$ cat config.mk
export PLATFORM = sky130hd
export DESIGN_NAME = serial_pattern_detector
export DESIGN_NICKNAME = d
export VERILOG_FILES = /design/src/rtl/serial_pattern_detector.sv
export SDC_FILE = /design/constraint.sdc
export NUM_CORES = 1
export LEC_CHECK = 0
export CORE_MARGIN = 1
export CORE_UTILIZATION = 23
export DETAILED_ROUTE_END_ITERATION = 8
export DONT_BUFFER_PORTS = 1
export SYNTH_ARGS = -nofsm -noshare
export SYNTH_HDL_FRONTEND = slang
export SYNTH_SLANG_ARGS = --single-unit
$ cat constraint.sdc
create_clock -name clock -period 4.05 [get_ports clock]
set_input_delay 0 -clock clock [delete_from_list [all_inputs] [get_ports clock]]
set_output_delay 0 -clock clock [all_outputs]
set_load 0.05 [all_outputs]
$ cat src/rtl/serial_pattern_detector.sv
// Serial detector for the bit pattern 1011 (first bit received first), with a saturating match counter.
// Define OVERLAP_DETECT_EN so that the trailing '1' of a match seeds the next pattern.
module serial_pattern_detector #(
   parameter int COUNT_W = 8
) (
   input  logic               clock,
   input  logic               reset,
   input  logic               din_valid,
   input  logic               din,
   input  logic               count_clr,
   output logic               detect,
   output logic [COUNT_W-1:0] match_count,
   output logic [1:0]         state_out
);

   typedef enum logic [1:0] {
      IDLE = 2'd0,
      S1   = 2'd1,
      S10  = 2'd2,
      S101 = 2'd3
   } state_t;

   localparam logic [COUNT_W-1:0] COUNT_MAX = {COUNT_W{1'b1}};
   localparam logic [COUNT_W-1:0] COUNT_ONE = {{(COUNT_W-1){1'b0}}, 1'b1};

`ifdef OVERLAP_DETECT_EN
   localparam state_t MATCH_NEXT = S1;
`else
   localparam state_t MATCH_NEXT = IDLE;
`endif

   state_t             state_q, state_d;
   logic               detect_q, detect_d;
   logic [COUNT_W-1:0] count_q, count_d;
   logic               match_s;

   // Next-state, match pulse and counter update
   always_comb begin
      state_d  = state_q;
      match_s  = 1'b0;
      detect_d = 1'b0;
      count_d  = count_q;
      if (din_valid) begin
         case (state_q)
            IDLE:    state_d = din ? S1 : IDLE;
            S1:      state_d = din ? S1 : S10;
            S10:     state_d = din ? S101 : IDLE;
            S101: begin
               if (din) begin
                  match_s = 1'b1;
                  state_d = MATCH_NEXT;
               end else begin
                  state_d = S10;
               end
            end
            default: state_d = IDLE;
         endcase
      end else begin
         state_d = state_q;
      end
      detect_d = match_s;
      // Clear wins over a simultaneous increment; the count never wraps
      if (count_clr) begin
         count_d = {COUNT_W{1'b0}};
      end else if (match_s && (count_q != COUNT_MAX)) begin
         count_d = count_q + COUNT_ONE;
      end else begin
         count_d = count_q;
      end
   end

   // State, detect and counter registers
   always_ff @(posedge clock) begin
      if (reset) begin
         state_q  <= IDLE;
         detect_q <= 1'b0;
         count_q  <= {COUNT_W{1'b0}};
      end else begin
         state_q  <= state_d;
         detect_q <= detect_d;
         count_q  <= count_d;
      end
   end

   assign detect      = detect_q;
   assign match_count = count_q;
   assign state_out   = state_q;

endmodule

* Word level (Yosys, flattened, before mapping)
Cells that the tools add are included.
** Storage, ports and cells
- Bits in registers :: 11
- Input bits :: 5
- Output and inout port bits :: 11
- Logic and storage cells :: 19
** Operators by class
- $add $sub $neg :: 1
- Eq/ne operators :: 4
- Muxes and demuxes :: 8
- Reductions and logical operators :: 3
** Operators with widths (number)
- adder 8 x 1 -> 8 bit (second input constant) :: 1
- inequality test 8 bit (second input constant) :: 1
- one-hot mux 2 bit (4 select lines) :: 1
- 2-to-1 mux 2 bit :: 3
- == test 2 bit (second input constant) :: 2
- 2-to-1 mux 1 bit :: 4
- == test 2 x 1 -> 1 bit (second input constant) :: 1
- logical NOT 2 bit :: 1
- OR reduction 2 bit :: 1
- logical AND 1 bit :: 1

* Longest topological paths before layout
Gate-level depths: netlist (run 1).
- Word-level depth :: 4
- Mapped depth :: 5
- Mapped depth without buffers :: 5

* Least setup slack after synthesis (run 1)
OpenSTA, ideal clock, no wires.
- Path type :: reg2reg
- Start point :: register state_q[0] (netlist: state_out[0])
- End point :: register count_q[5] (netlist: match_count[5])
- Library setup time :: 70 ps
- Data arrival time :: 1793 ps
- Required time :: 3980 ps
- Path slack :: 2187 ps
- Cell stages (with the launch flop) :: 5
- Buffers on the path :: 0
- Period minus slack after synthesis :: 1863 ps
- Cells stage by stage :: dfxtp_1 > nand4_2 > or2_1 > or4_1 > a21oi_1
** On the way
- Word-level cells in the longest chain between the ends :: 4
** RTL lines
- start, declared :: line 32 : state_t state_q, state_d;
- start signal, assigned :: line 79 : state_q <= state_d;
- == test 2 bit :: line 44 : case (state_q)
- 2-to-1 mux 1 bit :: line 44
- 2-to-1 mux 1 bit :: line 43 : if (din_valid) begin
- logical AND 1 bit :: line 65 : end else if (match_s && (count_q != COUNT_MAX)) begin
- end signal, assigned :: line 77 : count_q <= {COUNT_W{1'b0}};
- end signal, assigned :: line 81 : count_q <= count_d;
- end, declared :: line 34 : logic [COUNT_W-1:0] count_q, count_d;
Every way passes these cells.
A chain may end at the register's enable or synchronous reset.

* Final worst setup path (run 1)
Ends and elaborated chain as after synthesis.

==> impl_metrics.yaml, run 1 <==
logic_synthesis:
  synth_xor_area_share_pct: 1.71
  synthMuxAreaShare_pct: 3.90
  ys.flop_type: "dfxtp_1"
  ys_types: 26
  synth_top_area_cell: "dfxtp_1"
  ys.warnings.count: 0
  synth_top_family_by_area: "simple AND/OR/NAND/NOR gates"
  syn-instance-count: 60
  yosysTopAreaCellShare_pct: 42.9
  async_flop_share_pct: 0
  synthAdderAreaFrac_pct: 2.44
  synth_seq_cells: 11
  synthSimpleGateAreaFrac_pct: 29.0
  synthTopCellsByArea: "dfxtp_1 (43%), nor2_1 (5.9%), a21oi_1 (3.9%)"
  yosysMostFrequentCell: "dfxtp_1"
  ys_seq_area_share_pct: 42.9
  synth_nets: 66
  netlist_top_cells_count: "dfxtp_1 (11), nor2_1 (8), nand2_1 (5)"
  synth_edf_count: 0
  synth_compound_area_share_pct: 17.1
  syn_area_per_cell_um2: 8.55
  synth_area_um2: 513
drt:
  route.detailed.drc: 0
  drtIter0Drc: 13
  ant_nets: 0
  routed_wl_um: 1100
  vias_per_cell: 4.91
  vias: 466
  firstDrtPassIters: 3
  drt-wirelength-per-cell_um: 11.6
worst_setup_path:
  crit_family: "simple AND/OR/NAND/NOR gates"
  critical-path-max-stage-delay_ns: 0.74
  end_kind: "register"
  ff2ff_path_depth: 4
  cp.depth: 4
  worst_path_max_delay_cell: "dfxtp_1"
  r2r_end: "match_count[5]"
  crit_chain: "nand4_2 -> or2_1 -> or4_1 -> a21oi_1"
  cp-start-kind: "register"
  crit_arrival_ns: 2.19
  r2r_setup_slack_ns: 2.06
  critPathRequiredTime_ns: 4.25
  r2r-start: "state_out[0]"
  worstSetupStartpoint: "state_out[0]"
  crit_type: "register to register"
  crit_end: "match_count[5]"
  path_buf_inv: 0
  crit_fanout: 7
cts:
  postCtsHoldBufs: 5
  clk_pin_slew_ns: 0.07
  cts_tree: "done"
  clk_latency_ns: 0.27
  cts_sinks: 11
  clk_path_buf_depth: 2
  cts_inserted_buffers: 3
  cts_setup_buffers: 0
  cts_resized: 0
  cts_htree_levels: 1
  root_buffer: "clkbuf_4"
global_route:
  grt_pass1_wl_um: 1780
  grt_pass1_vias: 403
  gr-usage-all-layers_pct: 10.1
  grt_max_degree: 10
  overflow: 0
  antenna_found_initial: 0
layout:
  seqCellArea_um2: 220
  flow.area_growth_from_synthesis_pct: 20.7
  multi_input_area_um2: 278
  n_antenna_cell: 0
  layout.nets: 75
  fill_cells: 215
  layout-drive-gt1-share_pct: 13.2
power:
  p_leak_uw: 0.000204
  clkPwrFrac_pct: 38.7
  power_frac_comb_pct: 4.1
  power.share.sequential_pct: 57.2
  power_switching_share_pct: 23.2
  finalPower_uw: 197
  ir_drop_mv: 0.116
  p_per_area_nw_per_um2: 318
  p_int_uw: 151
  p_sw_uw: 45.7
floorplan:
  dieArea_um2: 2420
  io-pin-count: 16
  start_util_pct: 25.4
  die_x_um: 49.2
  coreArea_um2: 2020
  die_h_um: 49.2
  std_cell_rows: 16
sta:
  worst_slack_ns: 2.06
  rsz0062_at_grt: "false"
  hold_viol_final: 0
  layout_worst_path_cycle_share_pct: 49.1
  max_slew_margin_pct: 54.5
  worstMarginPinSlew_ns: 0.682
  fin_skew_ns: 0.000781
  max_freq_mhz: 503
  fin_setup_tns_ns: 0
  finalCriticalPeriod_ns: 1.99
  setup_viol: 0
  slew_viol_final: 0
worst_hold_path:
  hold_path.class: "primary input to register"
  holdPathStages: 2
place:
  place_ws_ns: 2.09
  dp_hpwl_um: 749
  place.gp.congestion: 0.804
  port_buffers: 0
run_status:
  status: "completed"
run:
  max_cap_violations: 0
[worst min-delay path by stage]
stage,from,to,slack (ns)
floorplan,reset,state_out[0],0.07
finish,reset,match_count[5],0.03
CTS,reset,match_count[3],0.02
global placement,reset,state_out[1],0.08
global route,reset,match_count[3],0.04
detailed placement,reset,detect,0.07
[power groups by stage]
| stage | Combinational, uW | Sequential (uW) | Clock [uW] |
|---|---|---|---|
| detailed placement | 4.46 | 115 | 0 |
| finish | 8.16 | 113 | 76.2 |
| global placement | 4.39 | 115 | 0 |
| global route | 9.25 | 113 | 85.6 |
| CTS | 8.11 | 113 | 80.3 |
| floorplan | 3.89 | 115 | 0 |
[cell families after synthesis]
kind of cell	count (synthesis)
buffers and inverters	4
flip-flops	11
AO/OA/AOI/OAI	13
adder cells (fa/ha/maj)	1
multiplexers	2
AND/OR/NAND/NOR	28
XOR/XNOR	1
[through the flow]
stage               util (%)  hold WS, ns  area (um2)  cells
global route            30.6       0.0363         619     95
floorplan                  -       0.0691         513     60
CTS                     30.6       0.0210         619     95
detailed placement      26.9       0.0745         543     86
global placement        26.9       0.0773         543     86
finish                  30.6       0.0272         619     95
[per-layer routing]
layer	vias to the layer above	share of wire, %	track usage [%]
li1	235	-	-
met1	217	43	11.4
met2	12	47	13.9
met3	2	8.5	4.98
met4	0	1.9	8.82
met5	-	0	0
[flip-flops by register name, indices dropped and copies added (netlist names)]
signal	count
detect	1
state_out	2
match_count	8
[layout by cell type, fill, tap and decap left out, drive strengths merged, types with 2 or more instances in the layout]
master	count
a21oi	4
mux2i	2
dlygate4sd3	5
o21ai	3
nand2	5
nand4	2
nand3	4
dfxtp	11
nor2	8
or2	2
clkbuf	4
nor3	3
inv	3
[area by class of cell]
type                       instances  area share (%)
clock buffer                       4            4.24
inverter                           3            1.82
multi-input combinational         45            44.8
sequential                        11            35.6
tap                               27            5.45
timing repair buffer               5            8.08
No activity file was read; power rests on OpenSTA's default activity.
==> inputs of run 2 (changes only) <==
==> constraint.sdc (replaced) <==
create_clock -name clock -period 2.1 [get_ports clock]
set_input_delay 0 -clock clock [delete_from_list [all_inputs] [get_ports clock]]
set_output_delay 0 -clock clock [all_outputs]
set_load 0.05 [all_outputs]
==> run 2 against run 1 <==
Against the previous run:
- non-clock buffer count rose by 10
- global-route usage rose by 1.1 points
- flip-flop and latch count did not move
- die area did not move
- total power rose by 94%
- via count rose by 8.8%
- highest routed layer unchanged
- clock power rose by 92%
- critical endpoint is now state_out[0]
- maximum frequency rose by 24%
- sequential share of layout area fell by 3.8 points
- critical path depth did not move
- combinational power rose to 3.1 times the previous value
==> impl_metrics.yaml, run 2 (synthesized netlist as in run 1, its figures left out) <==
run_status:
  status: "completed"
global_route:
  gr-usage-all-layers_pct: 11.2
  antenna_found_initial: 0
  grt_max_degree: 10
  met3_usage_pct: 4.36
  grt_use_met1_pct: 13.9
  met2_usage_pct: 16.2
  grt_pass1_vias: 501
  grt.busiest_layer: "met2"
  overflow: 0
  grt_pass1_wl_um: 2100
layout:
  largest_register_ff_count: 8
  layout-drive-gt1-share_pct: 24.4
  final_cell_mix: "dfxtp_1 (11), buf_4 (10), nor2_1 (8)"
  layout.nets: 85
  flow.area_growth_from_synthesis_pct: 35.4
  n_antenna_cell: 0
  final_common_cell: "dfxtp_1"
floorplan:
  io-pin-count: 16
  die_x_um: 49.2
  start_util_pct: 25.4
  dieArea_um2: 2420
  coreArea_um2: 2020
  std_cell_rows: 16
  die_h_um: 49.2
drt:
  drt-wirelength-per-cell_um: 10.7
  drtIter0Drc: 6
  route.detailed.drc: 0
  firstDrtPassIters: 4
  routed_wl_um: 1130
  ant_nets: 0
  vias_per_cell: 4.83
  vias: 507
place:
  place.gp.congestion: 0.755
  port_buffers: 0
  dp_hpwl_um: 841
sta:
  finalCriticalPeriod_ns: 1.60
  max_freq_mhz: 624
  fin_skew_ns: 0.00141
  worstMarginPinSlew_ns: 0.468
  setup_viol: 0
  whs_ns: 0.0186
  rsz0062_at_grt: "false"
  hold_viol_final: 0
  fin_setup_tns_ns: 0
  layout_worst_path_cycle_share_pct: 76.4
  slew_viol_final: 0
  max_slew_margin_pct: 68.8
worst_setup_path:
  crit_arrival_ns: 1.82
  critPathRequiredTime_ns: 2.31
  cp-start-kind: "register"
  crit_type: "register to register"
  crit_fanout: 6
  end_kind: "register"
cts:
  root_buffer: "clkbuf_4"
  clk_pin_slew_ns: 0.07
  cts_htree_levels: 1
  cts_resized: 0
  cts_sinks: 11
  clk_path_buf_depth: 2
  cts_tree: "done"
  clk_latency_ns: 0.27
  cts_inserted_buffers: 3
power:
  ir_drop_mv: 0.176
  p_per_area_nw_per_um2: 551
  p_leak_uw: 0.000256
run:
  max_cap_violations: 0
worst_hold_path:
  hold_path.class: "primary input to register"
-- run 2: cell count changes in the layout (fill, tap and decap cells not counted) --
cell	change
buf_4	+10
-- run 2: worst max-delay path, stage by stage, from the launching register on --
cell and delay (ns):
dfxtp_1 0.35, buf_4 0.23, or2b_2 0.31, a21oi_1 0.11, dlygate4sd3_1 0.55
-- run 2: final timing paths --
kind                         end         start  slack [ns]  cells after the start
setup / recovery    state_out[0]  state_out[0]        0.50                      4
hold / removal    match_count[5]         reset        0.02                      2
setup reg to reg    state_out[0]  state_out[0]        0.50                      4
hold reg to reg           detect  state_out[1]        0.50                      2
-- run 2: routing by layer --
| layer | vias up | wire length, um |
|---|---|---|
| met3 | 4 | 70 |
| met5 | - | 0 |
| met2 | 14 | 514 |
| met1 | 234 | 515 |
| met4 | 0 | 25 |
| li1 | 255 | - |
-- run 2: timing repair --
| action | CTS | global route |
|---|---|---|
| hold buffers | 5 | 0 |
| endpoints found under the hold margin | 3 | 0 |
| setup buffers | 0 | 0 |
-- run 2: stage by stage --
stage               util (%)  cells  total power, uW  area, um2  setup slack [ns]
finish                  34.3    105              383        694             0.497
global route            34.3    105              404        694             0.401
CTS                     34.3    105              390        694             0.496
detailed placement      30.6     96              233        618             0.634
global placement        30.6     96              233        618             0.638
floorplan                  -     60              229        513             0.237
-- run 2: final cells by class --
cell class              count  area, um2
well taps                  27       33.8
inverters                   3       11.3
repair buffers             15        125
fillers                   219       1330
flip-flops and latches     11        220
multi-input cells          45        278
clock buffers               4       26.3
-- run 2: where the power goes --
group | internal, uW | switching, uW | total [uW]
combinational | 11.5 | 13.9 | 25.4
sequential | 210 | 1.03 | 211
clock | 73.5 | 72.9 | 146
total | 295 | 87.9 | 383
==> inputs of run 3 (changes only) <==
--- a/config.mk
+++ b/config.mk
@@ -5,6 +5,7 @@
 export SDC_FILE = /design/constraint.sdc
 export NUM_CORES = 1
 export LEC_CHECK = 0
+export ABC_AREA = 1
 export CORE_MARGIN = 1
 export CORE_UTILIZATION = 23
 export DETAILED_ROUTE_END_ITERATION = 8
==> constraint.sdc (replaced) <==
create_clock -name clock -period 1.3 [get_ports clock]
set_input_delay 0 -clock clock [delete_from_list [all_inputs] [get_ports clock]]
set_output_delay 0 -clock clock [all_outputs]
set_load 0.05 [all_outputs]
==> run 3 against run 2 <==
Against the previous run:
- die area rose by 11%
- clock power increased by 63%
- combinational power grew 82%
- cell count increased by 23%
- via count grew 13%
- worst setup slack got worse by 0.43 ns
- register-to-register slack worse by 0.43 ns
- critical endpoint is now match_count[2]
- largest cell class unchanged
- highest routed layer unchanged
==> impl_metrics.yaml, run 3 <==
worst_setup_path:
  r2r_setup_slack_ns: 0.06
  crit_arrival_ns: 1.41
  worstSetupStartpoint: "match_count[0]"
  crit_type: "register to register"
  crit_fanout: 7
  crit_chain: "ha_4 -> nand2_2 -> nor2_4 -> nand2_4 -> buf_6 -> a31oi_4 -> nor2_1"
  critPathRequiredTime_ns: 1.47
  ff2ff_path_depth: 7
  r2r_end: "match_count[2]"
  crit_end: "match_count[2]"
  end_kind: "register"
  critical-path-max-stage-delay_ns: 0.36
  crit_family: "flip-flops"
  r2r-start: "match_count[0]"
  cp-start-kind: "register"
  cp.depth: 7
  path_buf_inv: 1
  worst_path_max_delay_cell: "dfxtp_4"
layout:
  layout.nets: 108
  final_cell_mix: "nand2_1 (12), nor2_1 (12), buf_4 (10)"
  largest_register_ff_count: 8
  fill_cells: 232
  final_area_um2: 862
  seqCellArea_um2: 238
  layout-drive-gt1-share_pct: 43.6
  multi_input_area_um2: 360
  n_antenna_cell: 0
  flow.area_growth_from_synthesis_pct: 50.8
sta:
  finalCriticalPeriod_ns: 1.24
  slew_viol_final: 0
  hold_viol_final: 0
  worst_slack_ns: 0.0619
  worstMarginPinSlew_ns: 0.561
  fin_skew_ns: 0.00217
  setup_viol: 0
  layout_worst_path_cycle_share_pct: 95.2
  whs_ns: 0.420
  max_freq_mhz: 808
  max_slew_margin_pct: 62.5
logic_synthesis:
  ys.warnings.count: 0
  synth_seq_cells: 11
  ys_types: 20
  ys.flop_type: "dfxtp_1"
  syn_area_per_cell_um2: 7.15
  yosysTopAreaCellShare_pct: 38.5
  synth_edf_count: 0
  synth_top_area_cell: "dfxtp_1"
  async_flop_share_pct: 0
  synth_nets: 86
  ys_seq_area_share_pct: 38.5
  netlist_top_cells_count: "nor2_1 (15), nand2_1 (14), dfxtp_1 (11)"
  synthTopCellsByArea: "dfxtp_1 (39%), nor2_1 (9.8%), nand2_1 (9.2%)"
  yosysMostFrequentCell: "nor2_1"
  syn-instance-count: 80
  synth_area_um2: 572
power:
  finalPower_uw: 621
  p_per_area_nw_per_um2: 720
  p_leak_uw: 0.000365
  ir_drop_mv: 0.592
floorplan:
  std_cell_rows: 17
  io-pin-count: 16
  die_x_um: 51.9
  start_util_pct: 25.1
  die_h_um: 51.9
  dieArea_um2: 2690
  coreArea_um2: 2280
global_route:
  antenna_found_initial: 0
  grt_pass1_wl_um: 2230
  grt_pass1_vias: 519
  grt_max_degree: 12
  gr-usage-all-layers_pct: 11.5
  overflow: 0
cts:
  clk_latency_ns: 0.27
  cts_sinks: 11
  cts_inserted_buffers: 3
  root_buffer: "clkbuf_4"
  clk_pin_slew_ns: 0.07
  clk_path_buf_depth: 2
  cts_tree: "done"
  cts_htree_levels: 1
drt:
  firstDrtPassIters: 4
  route.detailed.drc: 0
  vias_per_cell: 4.44
  vias: 573
  ant_nets: 0
  drt-wirelength-per-cell_um: 11.1
  drtIter0Drc: 4
  routed_wl_um: 1430
run:
  max_cap_violations: 0
worst_hold_path:
  hold_path.class: "primary input to register"
  holdPathStages: 2
  hold_path.startpoint: "reset"
place:
  dp_hpwl_um: 976
  place_ws_ns: -0.113
  place.gp.congestion: 0.743
  place_area_um2: 716
  port_buffers: 0
run_status:
  status: "completed"
-- run 3: cell type report --
cell class                      instances  area share (%)
Tap cell                               28            4.06
Sequential cell                        11            27.6
Timing Repair Buffer                   18            19.6
Clock buffer                            4            3.05
Multi-Input combinational cell         59            41.8
Inverter                                9            3.92
-- run 3: kinds of logic after synthesis --
family	count (synthesis)	synth area share, %
compound gates	13	12.0
buf+inv	10	7.88
fa+ha+maj	1	2.19
flops	11	38.5
simple gates	45	39.4
-- run 3: worst min-delay path by stage --
| stage | end | slack [ns] |
|---|---|---|
| finish | state_out[1] | 0.42 |
| global route | state_out[1] | 0.42 |
| CTS | state_out[1] | 0.42 |
| detailed placement | state_out[1] | 0.07 |
| global placement | state_out[1] | 0.07 |
| floorplan | state_out[0] | 0.06 |
-- run 3: worst register-to-register path: cells and delay by family, from the launching register on --
kind                     cells  cell delay (ns)
flip-flops                   1             0.36
AND/OR/NAND/NOR              4             0.35
adder cells (fa/ha/maj)      1             0.14
buffers and inverters        1             0.14
AO/OA/AOI/OAI                1             0.14
-- run 3: per-stage QoR --
step	utilization [%]	setup TNS (ns)	std cells
final	37.9	0	129
after floorplan	-	0	80
after global placement	31.4	-0.226	119
after global routing	37.9	-0.00483	129
after CTS	34.6	0	127
after detailed placement	31.4	-0.296	119
-- run 3: timing repair --
action / 4_1_cts / 5_1_grt
endpoints found under the setup margin: 5 / 5
buffers inserted: 0 / 2
hold buffers: 4 / 0
gates resized for setup: 2 / 11
hold endpoints to repair: 5 / 0
pin swaps: 0 / 4
-- run 3: report_power, final --
group	switching, uW	total (uW)	internal, uW
clock network	119	238	119
logic	28.5	46.2	17.7
registers	1.61	337	335
total	149	621	472
-- run 3: per-layer routing --
layer / share of wire (%) / global-route usage [%] / up-vias / routed length [um]
li1: - / - / 298 / -
met5: 0 / 0 / - / 0
met2: 48 / 17.9 / 18 / 684
met1: 45 / 13.1 / 253 / 644
met3: 6.1 / 5.26 / 4 / 88
met4: 1.1 / 5.41 / 0 / 16
